File: config.mk
export PLATFORM = sky130hd
export DESIGN_NAME = somador_serial_nbits
export DESIGN_NICKNAME = d
export VERILOG_FILES = /design/src/rtl/somador_serial_nbits.sv
export SDC_FILE = /design/constraint.sdc
export NUM_CORES = 1
export LEC_CHECK = 0
export BUFFER_PORTS_ARGS = -buffer_cell sky130_fd_sc_hd__clkbuf_2
export CAP_MARGIN = 10
export CORE_MARGIN = 10
export CORE_UTILIZATION = 49
export DETAILED_ROUTE_END_ITERATION = 10
export GPL_TIMING_DRIVEN = 0
export HOLD_SLACK_MARGIN = 0.12
export PLACE_DENSITY = 0.75
export REMOVE_ABC_BUFFERS = 1
export SLEW_MARGIN = 25
export SYNTH_ARGS = -nofsm -noshare
export SYNTH_HDL_FRONTEND = slang
export SYNTH_SLANG_ARGS = --single-unit
File: constraint.sdc
create_clock -name clk -period 2.5 [get_ports clk]
set_input_delay 0.5 -clock clk [delete_from_list [all_inputs] [get_ports clk]]
set_output_delay 0.5 -clock clk [all_outputs]
set_load 0.02 [all_outputs]
File: src/rtl/somador_serial_nbits.sv
// Multi-cycle N-bit adder/subtractor: one DIGIT-bit slice per clock, start/busy/done handshake.
// Latency STEPS+1 cycles; start ignored while busy. Optional overflow output via SOMADOR_OVF_EN.
module somador_serial_nbits #(
   parameter int WIDTH = 8,
   parameter int DIGIT = 1
) (
   input  logic             clk,
   input  logic             rst,
   input  logic             start,
   input  logic [WIDTH-1:0] a,
   input  logic [WIDTH-1:0] b,
   input  logic             cin,
   input  logic             sub,
   output logic             busy,
   output logic             done,
   output logic [WIDTH-1:0] soma,
`ifdef SOMADOR_OVF_EN
   output logic             ovf,
`endif
   output logic             cout
);

   localparam int STEPS = WIDTH / DIGIT;
   localparam int CW    = $clog2(STEPS) + 1;
   localparam logic [CW-1:0] LAST = CW'(STEPS - 1);

   localparam logic [1:0] S_IDLE = 2'd0;
   localparam logic [1:0] S_SOMA = 2'd1;
   localparam logic [1:0] S_FIM  = 2'd2;

   logic [1:0]       state_q, state_d;
   logic [CW-1:0]    cnt_q, cnt_d;
   logic [WIDTH-1:0] a_q, a_d;
   logic [WIDTH-1:0] b_q, b_d;
   logic             carry_q, carry_d;
   logic [WIDTH-1:0] soma_q, soma_d;
   logic             cout_q, cout_d;
`ifdef SOMADOR_OVF_EN
   logic             ovf_q, ovf_d;
   logic             c_msb_in;
`endif

   logic             accept;
   logic [DIGIT-1:0] a_sl, b_sl;
   logic [DIGIT:0]   sum_w;

   assign accept = start && ((state_q == S_IDLE) || (state_q == S_FIM));

   // Shared slice adder; operand slice chosen by the counter with constant part-selects.
   always_comb begin
      a_sl = '0;
      b_sl = '0;
      for (int i = 0; i < STEPS; i++) begin
         if (cnt_q == CW'(i)) begin
            a_sl = a_q[i*DIGIT +: DIGIT];
            b_sl = b_q[i*DIGIT +: DIGIT];
         end
      end
      sum_w = {1'b0, a_sl} + {1'b0, b_sl} + {{DIGIT{1'b0}}, carry_q};
   end

`ifdef SOMADOR_OVF_EN
   assign c_msb_in = a_sl[DIGIT-1] ^ b_sl[DIGIT-1] ^ sum_w[DIGIT-1];
`endif

   always_comb begin
      state_d = state_q;
      cnt_d   = cnt_q;
      a_d     = a_q;
      b_d     = b_q;
      carry_d = carry_q;
      soma_d  = soma_q;
      cout_d  = cout_q;
`ifdef SOMADOR_OVF_EN
      ovf_d   = ovf_q;
`endif
      case (state_q)
         S_SOMA: begin
            for (int i = 0; i < STEPS; i++) begin
               if (cnt_q == CW'(i)) begin
                  soma_d[i*DIGIT +: DIGIT] = sum_w[DIGIT-1:0];
               end
            end
            carry_d = sum_w[DIGIT];
            cnt_d   = cnt_q + 1'b1;
            if (cnt_q == LAST) begin
               cout_d  = sum_w[DIGIT];
`ifdef SOMADOR_OVF_EN
               ovf_d   = c_msb_in ^ sum_w[DIGIT];
`endif
               state_d = S_FIM;
            end
         end
         S_FIM:   state_d = S_IDLE;
         S_IDLE:  state_d = S_IDLE;
         default: state_d = S_IDLE;
      endcase
      // Subtraction is a + ~b + 1: invert B at capture and force the initial carry.
      if (accept) begin
         a_d     = a;
         b_d     = b ^ {WIDTH{sub}};
         carry_d = sub ? 1'b1 : cin;
         cnt_d   = '0;
         soma_d  = '0;
         state_d = S_SOMA;
      end
   end

   always_ff @(posedge clk or posedge rst) begin
      if (rst) begin
         state_q <= S_IDLE;
         cnt_q   <= '0;
         a_q     <= '0;
         b_q     <= '0;
         carry_q <= 1'b0;
         soma_q  <= '0;
         cout_q  <= 1'b0;
`ifdef SOMADOR_OVF_EN
         ovf_q   <= 1'b0;
`endif
      end else begin
         state_q <= state_d;
         cnt_q   <= cnt_d;
         a_q     <= a_d;
         b_q     <= b_d;
         carry_q <= carry_d;
         soma_q  <= soma_d;
         cout_q  <= cout_d;
`ifdef SOMADOR_OVF_EN
         ovf_q   <= ovf_d;
`endif
      end
   end

   assign busy = (state_q == S_SOMA);
   assign done = (state_q == S_FIM);
   assign soma = soma_q;
   assign cout = cout_q;
`ifdef SOMADOR_OVF_EN
   assign ovf  = ovf_q;
`endif

endmodule

# Word-level counts from Yosys, hierarchy flattened
# Cells that the tools add are included.
[totals] reg_bits=32 in_bits=21
[op_classes] addsub=3 eq_ne=10 n_mux=34 bitwise_logic=1 n_reduce_logical=22
[op_table] cell="1-bit two-way mux" count=27
[op_table] cell="2-bit AND reduction" count=9
[op_table] cell="2-bit nonzero test" count=9
[op_table] cell="4-bit by 3-bit == test with 1-bit output, second input constant" count=4
[op_table] cell="8-bit two-way mux" count=2
[op_table] cell="4-bit by 2-bit == test with 1-bit output, second input constant" count=2
[op_table] cell="4-bit two-way mux" count=2
[op_table] cell="8-bit bitwise XOR" count=1
[op_table] cell="2-bit two-way mux" count=3
[op_table] cell="4-bit by 1-bit adder with 4-bit output, second input constant" count=1
[op_table] cell="4-bit by 1-bit == test with 1-bit output, second input constant" count=1
[op_table] cell="4-bit zero test" count=1
[op_table] cell="3-bit by 1-bit inequality test with 1-bit output, second input constant" count=1
[op_table] cell="1-bit by 1-bit adder with 2-bit output" count=1
[op_table] cell="2-bit by 1-bit adder with 2-bit output" count=1
[op_table] cell="2-bit by 1-bit == test with 1-bit output, second input constant" count=1
[op_table] cell="2-bit == test, second input constant" count=1
[op_table] cell="2-bit zero test" count=1
[op_table] cell="1-bit logical AND" count=1
[op_table] cell="1-bit logical OR" count=1

# Logic depth before layout (Yosys ltp)
[logic_depth] depth_word=14 ltp_mapped=9 depth_no_buf=7

# Worst setup path before layout
# OpenSTA, ideal clock, no wires.
[synth_path] path_kind="register to register" startpoint="register cnt_q[1]" endpoint="register soma_q[2], in the netlist soma[2]" t_arrival_ns=2.234 setup_slack_ns=0.121 stages_incl_launch_ff=10 path_buffers=2 synth_period_minus_slack_ns=2.379 cell_sequence="dfrtp_1 -> inv_1 -> ha_1 -> clkbuf_1 -> a21oi_1 -> a221oi_1 -> o211ai_1 -> fa_1 -> buf_1 -> a311oi_1"
[synth_between] elab_chain_len=14 elab_cells_between_ends=31 cone_classes="add/sub (2); eq/ne (7); mux (19); reduce/logical (3)"
[synth_lines] element="start, declared" line_no="32" text="logic [CW-1:0] cnt_q, cnt_d;"
[synth_lines] element="start signal, assigned" line_no="123" text="cnt_q <= cnt_d;"
[synth_lines] element="4-bit zero test" line_no="54" text="if (cnt_q == CW'(i)) begin"
[synth_lines] element="1-bit two-way mux (8 in a row)" line_no="54"
[synth_lines] element="1-bit by 1-bit adder with 2-bit output" line_no="59" text="sum_w = {1'b0, a_sl} + {1'b0, b_sl} + {{DIGIT{1'b0}}, carry_q};"
[synth_lines] element="2-bit by 1-bit adder with 2-bit output" line_no="59"
[synth_lines] element="1-bit two-way mux" line_no="80" text="if (cnt_q == CW'(i)) begin"
[synth_lines] element="8-bit two-way mux" line_no="77" text="case (state_q)"
[synth_lines] element="8-bit two-way mux" line_no="99" text="if (accept) begin"
[synth_lines] element="end signal, assigned" line_no="127" text="soma_q <= soma_d;"
[synth_lines] element="end, declared" line_no="36" text="logic [WIDTH-1:0] soma_q, soma_d;"
# Several ways; a longest one is shown, not always the timed one. The select of a mux whose other input is x is not followed.
# A chain may end at the register's enable or synchronous reset.

# Final worst setup path
[layout_path] startpoint="register cnt_q[0]" endpoint="register soma_q[6], in the netlist soma[6]"
# The elaborated chain is that of the path after synthesis.

==> impl_metrics.toml <==
[timing]
worstMarginPinSlew_ns = 0.9624
setup_viol = 0
fin_ws_ns = 0.03178
hold_ws_ns = 0.2247
skew_ns = 0.01147
fmax_mhz = 405.2
final.period_utilization_pct = 98.73
finalHoldViolCount = 0
min_period_ns = 2.468
max_slew_margin_pct = 35.55
grt_setup_unrepaired = "true"
setup_tns_ns = 0
drv_slew = 0

[clocking]
cts-root-buf = "clkbuf_4"
hold_buffers = 0
cts_sinks = 32
cts_buffers = 5
cts_tree = "done"
clk_path_buf_depth = 2
htreeDepth = 2
clk_pin_slew_ns = 0.10
clkLatencyLatePin_ns = 0.34

[placed_design]
place_ws_ns = -0.2463
io_buffers = 31
place_hpwl_mm = 2.621
gp_congestion = 0.8188

[final_layout]
n_antenna_cell = 0
areaGrowthSynthToFinish_pct = 20.03
nNetsFinal = 231
drive_above_1_share_pct = 29.13

[worst_setup_path]
cp_cell_sequence = "buf_4 > ha_4 > a211oi_2 > o311ai_1 > o211ai_1 > fa_2 > a311oi_1"
slowest_delay_ns = 0.56
critPathCaptureType = "flip-flop"
critical_path_arrival_ns = 2.71
cp_slowest_cell = "fa_2"
path_class = "reg -> reg"
crit_path_max_fanout = 12
cp.required_ns = 2.74
critPathLaunchType = "flip-flop"
ff2ff_setup_slack_ns = 0.03

[global_routing]
grtUsageTotal_pct = 12.53
grt_pass1_vias = 1453
antenna_found_initial = 0
grt.overflow.total = 0
grt_max_degree = 33
grt_pass1_wl_mm = 6.361

[flow_run]
maxCapViolCount = 0

[power]
p_leak_nw = 0.9090
p_comb_share_pct = 54.4
p_per_area_nw_per_um2 = 1368
switching_share_pct = 44.05
seqPwrFrac_pct = 34.3
switchingPower_mw = 1.207
clock_power_share_pct = 11.3
ir_drop_v = 0.0005137
p_int_mw = 1.533

[floorplanning]
die_area_um2 = 6137
die_w_um = 78.34
ios = 32
die_h_um = 78.34
rows = 21
core_um2 = 3311
initial_core_util_pct = 50.38

[drt]
drtPass1Iterations = 4
drtIter0Drc = 85
wl_per_cell_um = 15.32
via_per_inst = 5.437
remaining_drc_errors = 0
wl_mm = 3.861
via_count = 1370
postRouteAntennaNets = 0

[synth]
synth_warnings = 0
synth_edf_count = 0
ys_types = 34
synth_area_um2 = 1668
syn_inst = 175
async_reset_ff_share_pct = 100.0
syn_avg_cell_area_um2 = 9.531
ys_seq_area_share_pct = 48.01
synthFlopType = "dfrtp_1"
synth_seq_cells = 32

[outcome]
status = "complete, no violations"

[min_path]
hp-class = "in -> async"
[through the flow]
| stage | total power, mW | utilization, % | cell area, µm² | instances |
|---|---|---|---|---|
| 2_1_floorplan | 1.815 | - | 1595 | 161 |
| 3_3_place_gp | 2.118 | 54.61 | 1808 | 238 |
| 3_5_place_dp | 2.178 | 54.69 | 1810 | 238 |
| 4_1_cts | 2.556 | 57.37 | 1899 | 246 |
| 5_1_grt | 2.954 | 60.47 | 2002 | 252 |
| 6_report | 2.739 | 60.47 | 2002 | 252 |
[path summary, 6_finish.rpt]
path / start / end / depth (start not counted)
min reg2reg: a_q[0] / a_q[0] / 2
max in group asynchronous: rst / cnt_q[1] / 2
max: cnt_q[0] / soma[6] / 7
max reg2reg: cnt_q[0] / soma[6] / 7
min in group clk: a[4] / a_q[4] / 3
min: rst / b_q[7] / 2
[flip-flops by register name, summed over array words and instances, names as in the netlist]
signal and cells:
carry_q 1, cnt_q 4, b_q 8, state_q 2, a_q 8, cout 1, soma 8
[cells in the final DEF (no fill, tap or decap), types with 2 or more instances in the layout]
master / count
nand3b_1: 4
nand3_1: 3
or3_1: 2
clkbuf_2: 31
xnor2_1: 8
ha_4: 4
a21oi_1: 14
dfrtp_2: 2
dfrtp_1: 30
a221oi_1: 2
clkinv_2: 2
nand2_1: 35
a311oi_2: 2
o21ai_0: 13
nor2b_1: 5
a311oi_1: 5
buf_4: 5
a211oi_1: 3
nand2b_1: 2
clkbuf_4: 5
inv_1: 7
nor3b_1: 2
o211ai_1: 3
[critical path, delay by kind of cell, from the launching register on]
kind	cells	cell delay [ns]
compound gates	4	0.99
buf+inv	1	0.16
fa+ha+maj	2	0.76
flops	1	0.46
[cells in the mapped netlist (all sizes together) (2+ instances only)]
cell | instances | area [µm²]
nand2 | 35 | 131.4
nand2b | 2 | 12.51
ha | 4 | 50.05
o211ai | 3 | 22.52
buf | 5 | 38.78
inv | 8 | 30.03
o21ai | 13 | 65.06
a211oi | 4 | 30.03
a311oi | 7 | 61.31
nor2b | 6 | 37.54
clkbuf | 9 | 33.78
nor3b | 2 | 15.01
a221oi | 2 | 17.52
a21oi | 14 | 70.07
dfrtp | 32 | 800.8
nand3 | 3 | 15.01
nand3b | 4 | 30.03
or3 | 2 | 12.51
xnor2 | 8 | 70.07
[power groups by stage]
stage | clock network (mW) | registers, mW | logic [mW]
2_1_floorplan | 0 | 0.967 | 0.848
4_1_cts | 0.314 | 0.939 | 1.30
6_report | 0.310 | 0.940 | 1.49
3_5_place_dp | 0 | 0.939 | 1.24
3_3_place_gp | 0 | 0.921 | 1.20
5_1_grt | 0.345 | 0.975 | 1.63
[kinds of logic after synthesis]
family	synth area share, %
flip-flops	48.01
AND/OR/NAND/NOR	19.13
buffers and inverters	6.151
AO/OA/AOI/OAI	17.78
adder cells (fa/ha/maj)	4.201
XOR/XNOR	4.726
[per-layer routing]
metal	up-vias	part of all wire [%]	track usage, %
li1	662	-	-
met4	0	1.2	3.763
met2	37	50	22.04
met3	5	6.1	4.897
met5	-	0	0
met1	666	42	13.57
[what timing repair did]
action | 4_1_cts | 5_1_grt
pin swaps | 0 | 3
setup buffers | 0 | 6
gates resized for setup | 7 | 7
endpoints found under the setup margin | 8 | 8
[final cells by class]
| class | count | area, µm² |
|---|---|---|
| Fill cell | 313 | 1309 |
| Sequential cell | 32 | 803.3 |
| Tap cell | 46 | 57.56 |
| Multi-Input combinational cell | 121 | 837.1 |
| Clock inverter | 2 | 10.01 |
| Inverter | 8 | 30.03 |
| Timing Repair Buffer | 37 | 212.7 |
| Clock buffer | 6 | 51.30 |
(Power assumes the default switching activity.)
